$ cat src/rtl/multicycle_control_unit.sv
// Control unit for a multi-cycle RISC-V style CPU.
// Sequences each instruction through IF/ID/EX/MEM/WB. It stalls IF and MEM
// until the unified memory reports ready, parks in HALT on a halting ECALL,
// and counts retired instructions.
//
// Ports:
//   clk, reset (async, active-low)
//   opcode, bcond, ecall_halt, mem_ready          - status from the datapath and memory
//   pc_write, pc_source, ir_write, i_or_d,
//   mem_read, mem_write, reg_write, mem_to_reg,
//   alu_src_a, alu_src_b, alu_op                  - datapath enables and selects
//   is_halted, retired                            - status out
module multicycle_control_unit #(
    parameter int unsigned CNT_WIDTH = 32
) (
    input  logic                 clk,
    input  logic                 reset,
    input  logic [6:0]           opcode,
    input  logic                 bcond,
    input  logic                 ecall_halt,
    input  logic                 mem_ready,
    output logic                 pc_write,
    output logic [1:0]           pc_source,
    output logic                 ir_write,
    output logic                 i_or_d,
    output logic                 mem_read,
    output logic                 mem_write,
    output logic                 reg_write,
    output logic [1:0]           mem_to_reg,
    output logic                 alu_src_a,
    output logic [1:0]           alu_src_b,
    output logic [1:0]           alu_op,
    output logic                 is_halted,
    output logic [CNT_WIDTH-1:0] retired
);

    localparam logic [6:0] OP_R      = 7'b0110011;
    localparam logic [6:0] OP_I      = 7'b0010011;
    localparam logic [6:0] OP_LOAD   = 7'b0000011;
    localparam logic [6:0] OP_STORE  = 7'b0100011;
    localparam logic [6:0] OP_BRANCH = 7'b1100011;
    localparam logic [6:0] OP_JAL    = 7'b1101111;
    localparam logic [6:0] OP_JALR   = 7'b1100111;
    localparam logic [6:0] OP_ECALL  = 7'b1110011;

    typedef enum logic [2:0] {
        S_IF   = 3'd0,
        S_ID   = 3'd1,
        S_EX   = 3'd2,
        S_MEM  = 3'd3,
        S_WB   = 3'd4,
        S_HALT = 3'd5
    } state_t;

    state_t state, state_nxt;
    logic   retire;

    // Ungated control values decoded from the current state
    logic       pw_c, irw_c, iod_c, mr_c, mw_c, rw_c, a_c, halt_c;
    logic [1:0] ps_c, mtr_c, b_c, op_c;

    // State register and retire counter
    always_ff @(posedge clk or negedge reset) begin
        if (!reset) begin
            state   <= S_IF;
            retired <= '0;
        end else begin
            state <= state_nxt;
            if (retire) retired <= retired + CNT_WIDTH'(1);
        end
    end

    // Next-state and control decode
    always_comb begin
        state_nxt = state;
        retire    = 1'b0;
        pw_c      = 1'b0;
        ps_c      = 2'd0;
        irw_c     = 1'b0;
        iod_c     = 1'b0;
        mr_c      = 1'b0;
        mw_c      = 1'b0;
        rw_c      = 1'b0;
        mtr_c     = 2'd0;
        a_c       = 1'b0;
        b_c       = 2'd0;
        op_c      = 2'd0;
        halt_c    = 1'b0;

        case (state)
            S_IF: begin
                mr_c  = 1'b1;
                irw_c = mem_ready;
                if (mem_ready) state_nxt = S_ID;
            end
            S_ID: begin
                if (opcode == OP_ECALL) begin
                    if (ecall_halt) begin
                        state_nxt = S_HALT;
                    end else begin
                        pw_c      = 1'b1;
                        retire    = 1'b1;
                        state_nxt = S_IF;
                    end
                end else begin
                    state_nxt = S_EX;
                end
            end
            S_EX: begin
                case (opcode)
                    OP_R: begin
                        a_c = 1'b1; b_c = 2'd0; op_c = 2'd2; state_nxt = S_WB;
                    end
                    OP_I: begin
                        a_c = 1'b1; b_c = 2'd2; op_c = 2'd2; state_nxt = S_WB;
                    end
                    OP_LOAD, OP_STORE: begin
                        a_c = 1'b1; b_c = 2'd2; op_c = 2'd0; state_nxt = S_MEM;
                    end
                    OP_JAL: begin
                        a_c = 1'b0; b_c = 2'd2; op_c = 2'd0; state_nxt = S_WB;
                    end
                    OP_JALR: begin
                        a_c = 1'b1; b_c = 2'd2; op_c = 2'd0; state_nxt = S_WB;
                    end
                    OP_BRANCH: begin
                        a_c       = 1'b1;
                        b_c       = 2'd0;
                        op_c      = 2'd1;
                        pw_c      = 1'b1;
                        ps_c      = bcond ? 2'd2 : 2'd0;
                        retire    = 1'b1;
                        state_nxt = S_IF;
                    end
                    default: begin
                        // Unrecognised opcode retires as a NOP
                        pw_c      = 1'b1;
                        retire    = 1'b1;
                        state_nxt = S_IF;
                    end
                endcase
            end
            S_MEM: begin
                iod_c = 1'b1;
                if (opcode == OP_LOAD) begin
                    mr_c = 1'b1;
                    if (mem_ready) state_nxt = S_WB;
                end else if (opcode == OP_STORE) begin
                    mw_c = 1'b1;
                    if (mem_ready) begin
                        pw_c      = 1'b1;
                        retire    = 1'b1;
                        state_nxt = S_IF;
                    end
                end else begin
                    state_nxt = S_IF;
                end
            end
            S_WB: begin
                rw_c      = 1'b1;
                pw_c      = 1'b1;
                retire    = 1'b1;
                state_nxt = S_IF;
                if (opcode == OP_JAL || opcode == OP_JALR) begin
                    mtr_c = 2'd2;
                    ps_c  = 2'd1;
                end else if (opcode == OP_LOAD) begin
                    mtr_c = 2'd1;
                end
            end
            S_HALT: begin
                halt_c = 1'b1;
            end
            default: begin
                state_nxt = S_IF;
            end
        endcase
    end

    // Hold every control at zero while reset is asserted so that no write
    // can complete at the first edge after an asynchronous reset.
    assign pc_write   = reset & pw_c;
    assign pc_source  = reset ? ps_c  : 2'd0;
    assign ir_write   = reset & irw_c;
    assign i_or_d     = reset & iod_c;
    assign mem_read   = reset & mr_c;
    assign mem_write  = reset & mw_c;
    assign reg_write  = reset & rw_c;
    assign mem_to_reg = reset ? mtr_c : 2'd0;
    assign alu_src_a  = reset & a_c;
    assign alu_src_b  = reset ? b_c   : 2'd0;
    assign alu_op     = reset ? op_c  : 2'd0;
    assign is_halted  = reset & halt_c;

endmodule

$ cat config.mk
export PLATFORM = sky130hd
export DESIGN_NAME = multicycle_control_unit
export DESIGN_NICKNAME = d
export VERILOG_FILES = /design/src/rtl/multicycle_control_unit.sv
export SDC_FILE = /design/constraint.sdc
export NUM_CORES = 1
export LEC_CHECK = 0
export ABC_AREA = 1
export ABC_CLOCK_PERIOD_IN_PS = 2070
export CAP_MARGIN = 20
export CORE_ASPECT_RATIO = 1.5
export CORE_UTILIZATION = 49
export CTS_CLUSTER_DIAMETER = 120
export DETAILED_ROUTE_END_ITERATION = 10
export MAX_ROUTING_LAYER = met4
export PLACE_DENSITY = 0.86
export SLEW_MARGIN = 0
export SYNTH_ARGS = -nofsm -noshare
export SYNTH_HDL_FRONTEND = slang
export SYNTH_SLANG_ARGS = --single-unit
$ cat constraint.sdc
create_clock -name clk -period 2.07 [get_ports clk]
set_input_delay 0.207 -clock clk [delete_from_list [all_inputs] [get_ports clk]]
set_output_delay 0.207 -clock clk [all_outputs]
set_load 0.05 [all_outputs]
== Word level (Yosys, flattened, before mapping) ==
Index checks and enable logic that the tools add are counted.

* Register bits: 35
* Bits in latches: 0
* RAM bits: 0
* Memory bits (read-only): 0
* Bits of input ports: 12
* Output and inout bits: 48
* Word-level logic and storage cells: 79
* Memories: 0

* $add $sub $neg: 1
* Multiply operators: 0
* Divide/modulo/power cells: 0
* Order comparisons: 0
* Eq/ne operators: 16
* Shift operators: 0
* Mux-type cells: 42
* Bitwise gates (word level): 9
* Reduce and logical (&&, ||, !) cells: 9

{| class="wikitable"
|+ Operators with widths
! kind !! count
|-
| $add 32x1->32 const B || 1
|-
| $eq 7x7->1 const B || 4
|-
| $mux 2 || 11
|-
| $mux 3 || 7
|-
| $mux 1 || 18
|-
| $pmux 3 s5 || 1
|-
| $eq 7x6->1 const B || 2
|-
| $reduce_or 6->1 || 2
|-
| $and 1x1->1 || 8
|-
| $pmux 2 s2 || 2
|-
| $eq 7x2->1 const B || 1
|-
| $eq 7x5->1 const B || 1
|-
| $eq 3x2->1 const B || 2
|-
| $eq 3x3->1 const B || 2
|-
| $ne 3x3->1 const B || 2
|-
| $pmux 3 s2 || 1
|-
| $reduce_or 5->1 || 1
|-
| $pmux 1 s4 || 1
|-
| $reduce_and 4->1 || 1
|-
| $reduce_or 2->1 || 2
|-
| $reduce_or 4->1 || 1
|-
| $eq 3x1->1 const B || 1
|-
| $logic_not 3->1 || 1
|-
| $ne 2x2->1 const B || 1
|-
| other kinds (3) || 3
|}

== Logic depth before layout (Yosys ltp) ==
* Depth in word-level cells: 5
* Depth in mapped cells: 11
* Depth with buffers taken out: 10

== Worst setup path after synthesis ==
OpenSTA, ideal clock, no wires.

* Kind: register to output
* Start: register state[2]
* End: output port pc_write
* Arrival time: 1.955 ns
* Required time: 1.863 ns
* Slack: -0.092 ns
* Cell stages (with the launch flop): 9
* Path buffers: 1
* Cell sequence: dfrtp_1 inv_2 nand2_2 nor2_4 inv_1 nor2_1 nand3_2 buf_2 a21oi_1

* Word-level cells in the longest chain between the ends: 3
* Elaborated cells between the ends (all ways): 6
* Classes of those cells: eq/ne (4); mux (1); bitwise (1)

{| class="wikitable"
|+ Ends and longest elaborated chain
! what !! RTL line !! text
|-
| start, declared || 55 || <nowiki>state_t state, state_nxt;</nowiki>
|-
| start signal, assigned || 68 || <nowiki>state <= state_nxt;</nowiki>
|-
| $eq 3x3->1, or another cell as far along || 90 || <nowiki>case (state)</nowiki>
|-
| $pmux 1 s4 * || 90 ||
|-
| $and 1x1->1 * || 182 || <nowiki>assign pc_write = reset & pw_c;</nowiki>
|-
| end, declared || 22 || <nowiki>output logic pc_write,</nowiki>
|}

Every way passes the cells marked *; elsewhere a longest branch is shown, timed or not.

== Worst setup path in the final report ==
* Start: input port reset
* End: output port pc_source[1]

* Word-level cells in the longest chain between the ends: 1

{| class="wikitable"
|+ Ends and longest elaborated chain
! what !! RTL line !! text
|-
| start, declared || 17 || <nowiki>input logic reset,</nowiki>
|-
| $mux 2 || 183 || <nowiki>assign pc_source = reset ? ps_c : 2'd0;</nowiki>
|-
| end, declared || 23 || <nowiki>output logic [1:0] pc_source,</nowiki>
|}

No other way between the ends.

==> impl_metrics.yaml <==
placed_design:
  io_buffers: 58
  placed_cells: 559
  hpwl_um: 6510
  placed_area_mm2: 0.00350
  dpl_worst_slack_ns: 0.0835
  gp_congestion: 0.975
pwr:
  vdd_drop_max_mv: 0.459
  finalPower_mw: 2.33
  pwr_density_cell_mw_per_mm2: 644
  seq_power_share: 0.349
  p_leak_nw: 1.67
  clockPowerShare: 0.239
  internal_power_mw: 1.35
  swShare: 0.419
  switchingPower_uw: 974
  pwr-share-comb: 0.412
grt:
  grt.overflow.total: 0
  grt_pass1_vias: 3003
  grt_max_degree: 33
  antenna_found_initial: 0
  grt_pass1_wl_um: 13700
  track_usage: 0.314
clock_tree:
  clkSlewWorstSetupHoldPaths_ns: 0.07
  cts_buffers: 5
  clock_latency_ns: 0.29
  cts_tree: "built"
  cts_max_path_buffers: 2
  clkSinkCount: 35
  clk_root_buffer_cell: "clkbuf_8"
  htreeDepth: 2
floorplanning:
  die_area_mm2: 0.00579
  design.core.area_mm2: 0.00520
  ioPinCount: 60
  rows: 32
  die_w_um: 62.4
  die_h_um: 92.7
  initial_utilization: 0.516
finish:
  diodes: 0
  fillers: 475
  area_growth_pct: 34.6
  final_area_mm2: 0.00361
  drive_gt1_frac: 0.100
  finalNonFillerCells: 568
  num-nets-final: 512
detailed_routing:
  vias_per_cell: 5.30
  vias: 3013
  routed_wirelength_um: 8190
  drt-pass1-iter-count: 4
  wl_per_cell_um: 14.4
  first_iter_violations: 237
  ant_nets: 0
  drc: 0
outcome:
  status: "completed"
timing:
  setup_violations: 0
  finalCritPeriodShare: 0.980
  fin_crit_ns: 2.03
  hold_violations: 0
  fin_worst_skew_ns: 0.00843
  rsz0062_at_grt: "true"
  fin_ws_ns: 0.0414
  fmax_mhz: 493
  final_max_slew_viol_count: 0
  tns_ns: 0
  slew-limit-headroom: 0.650
  worst_pin_slew_ns: 0.523
synthesis:
  avgSynthCellArea_um2: 6.19
  yosys.area.top_type_share: 0.326
  yosys_warnings: 0
  synthesis.nets: 447
  yosys.area.top_type: "dfrtp_1"
  netlist_area_mm2: 0.00269
  yosysSeqAreaShare: 0.326
  synthDistinctLibCells: 26
  synth_seq_cells: 35
  netlist_instances: 434
  synth_area_leaders: "dfrtp_1 33%, nand2_1 27%, nor2_1 9.8%"
critical_path:
  r2r_cells: 8
  cp_cell_sequence: "clkbuf_2, dlygate4sd3_1, buf_4, nand2_1, nor3b_2, buf_12"
  crit_path_end_kind: "output port"
  critical_path.max_stage_delay_ns: 0.65
  worst_ep_arrival_time_ns: 1.82
  cp-start-kind: "input port"
  required_ns: 1.86
  criticalPathCategory: "in2out"
  worst_path_max_delay_cell: "dlygate4sd3_1"
  crit_fanout: 7
job:
  drv_cap: 0
worst_hold_path:
  worstHoldPathType: "in2async"
layout make-up:
| class | count | area [um^2] | share of cell area |
|---|---|---|---|
| Clock buffer | 8 | 100 | 0.0277 |
| Inverter | 28 | 105 | 0.0291 |
| Multi-Input combinational cell | 361 | 1640 | 0.455 |
| Sequential cell | 35 | 876 | 0.242 |
| Tap cell | 68 | 85.1 | 0.0235 |
| Timing Repair Buffer | 68 | 803 | 0.222 |
kinds of logic (layout without fill, tap and decap cells):
| kind of cell | after synthesis | after routing | share of synthesized area |
|---|---|---|---|
| AND/OR/NAND/NOR | 335 | 335 | 0.534 |
| buffers and inverters | 38 | 104 | 0.0657 |
| flip-flops | 35 | 35 | 0.326 |
| XOR/XNOR | 15 | 15 | 0.0489 |
| AO/OA/AOI/OAI | 9 | 9 | 0.0191 |
| adder cells (fa/ha/maj) | 1 | 1 | 0.00466 |
| other | 1 | 1 | 0.00140 |
worst paths after layout:
kind / to / slack, ns / startpoint
worst max-delay path: pc_source[1] / 0.04 / reset
worst min-delay path: retired[22] / 0.56 / reset
worst max register to register: retired[16] / 0.24 / retired[1]
worst min register to register: retired[1] / 0.59 / retired[1]
max in group asynchronous: retired[7] / 1.30 / reset
min in group clk: retired[1] / 0.59 / retired[1]
synthesized netlist by cell type:
cell type    n
clkinv_1     1
o21ai_0      2
nand2_4      1
nand2_2      2
buf_2        6
nor3_1       5
xnor2_1      4
inv_1       24
nand3b_1    15
nand2_1    190
conb_1       1
buf_6        3
a21oi_1      5
nand3_2      2
nor2_1      70
inv_2        3
o2111ai_1    1
dfrtp_1     35
nor2_4       3
xor2_1      11
nor3b_1      1
buf_4        1
ha_1         1
a21boi_0     1
nand3_1     42
nor2_2       4
routing by layer:
| metal | GRT usage | share of wire |
|---|---|---|
| met1 | 0.310 | 0.35 |
| met2 | 0.609 | 0.58 |
| met3 | 0.0345 | 0.047 |
| met4 | 0.130 | 0.025 |
| met5 | - | 0 |
through the flow:
step / hold WS (ns) / util
finish: 0.564 / 0.694
global route: 0.568 / 0.694
CTS: 0.558 / 0.694
detailed placement: 0.232 / 0.673
global placement: 0.243 / 0.673
floorplan: -0.0886 / -
critical path: cells and delay by family:
| family | cells | cell delay [ns] |
|---|---|---|
| and+or+nand+nor | 2 | 0.45 |
| buffers and inverters | 4 | 1.15 |
placed cells by master, fill, tap and decap left out, types with 2 or more instances in the layout:
cell type and n:
nor2_2 5, nor2_1 69, dfrtp_1 35, inv_2 3
nand2_1 190, buf_4 9, o21ai_0 2, nor2_4 3
a21oi_1 4, nor3_1 5, clkbuf_8 7, buf_12 15
clkdlybuf4s50_1 42, nand3b_1 15, xor2_1 11, nand3_1 42
xnor2_1 4, nand3_2 2, nand2_2 2, inv_1 24
what timing repair did:
action	CTS	global route
resized for setup	0	1
endpoints found under the setup margin	0	4
hold buffers	1	0
setup buffers	0	0
endpoints found under the hold margin	35	0
power by group through the flow:
stage,logic [mW],clock network (mW),registers (mW)
5_1_grt,1.03,0.596,0.820
4_1_cts,0.958,0.558,0.812
3_5_place_dp,0.954,0,0.824
2_1_floorplan,0.534,0,0.950
3_3_place_gp,0.923,0,0.821
6_report,0.959,0.556,0.812
registers in the layout, summed over array words and instances, names as in the netlist:
register,flops
retired,32
state,3
Note: power is estimated with default switching activity, not from simulation.
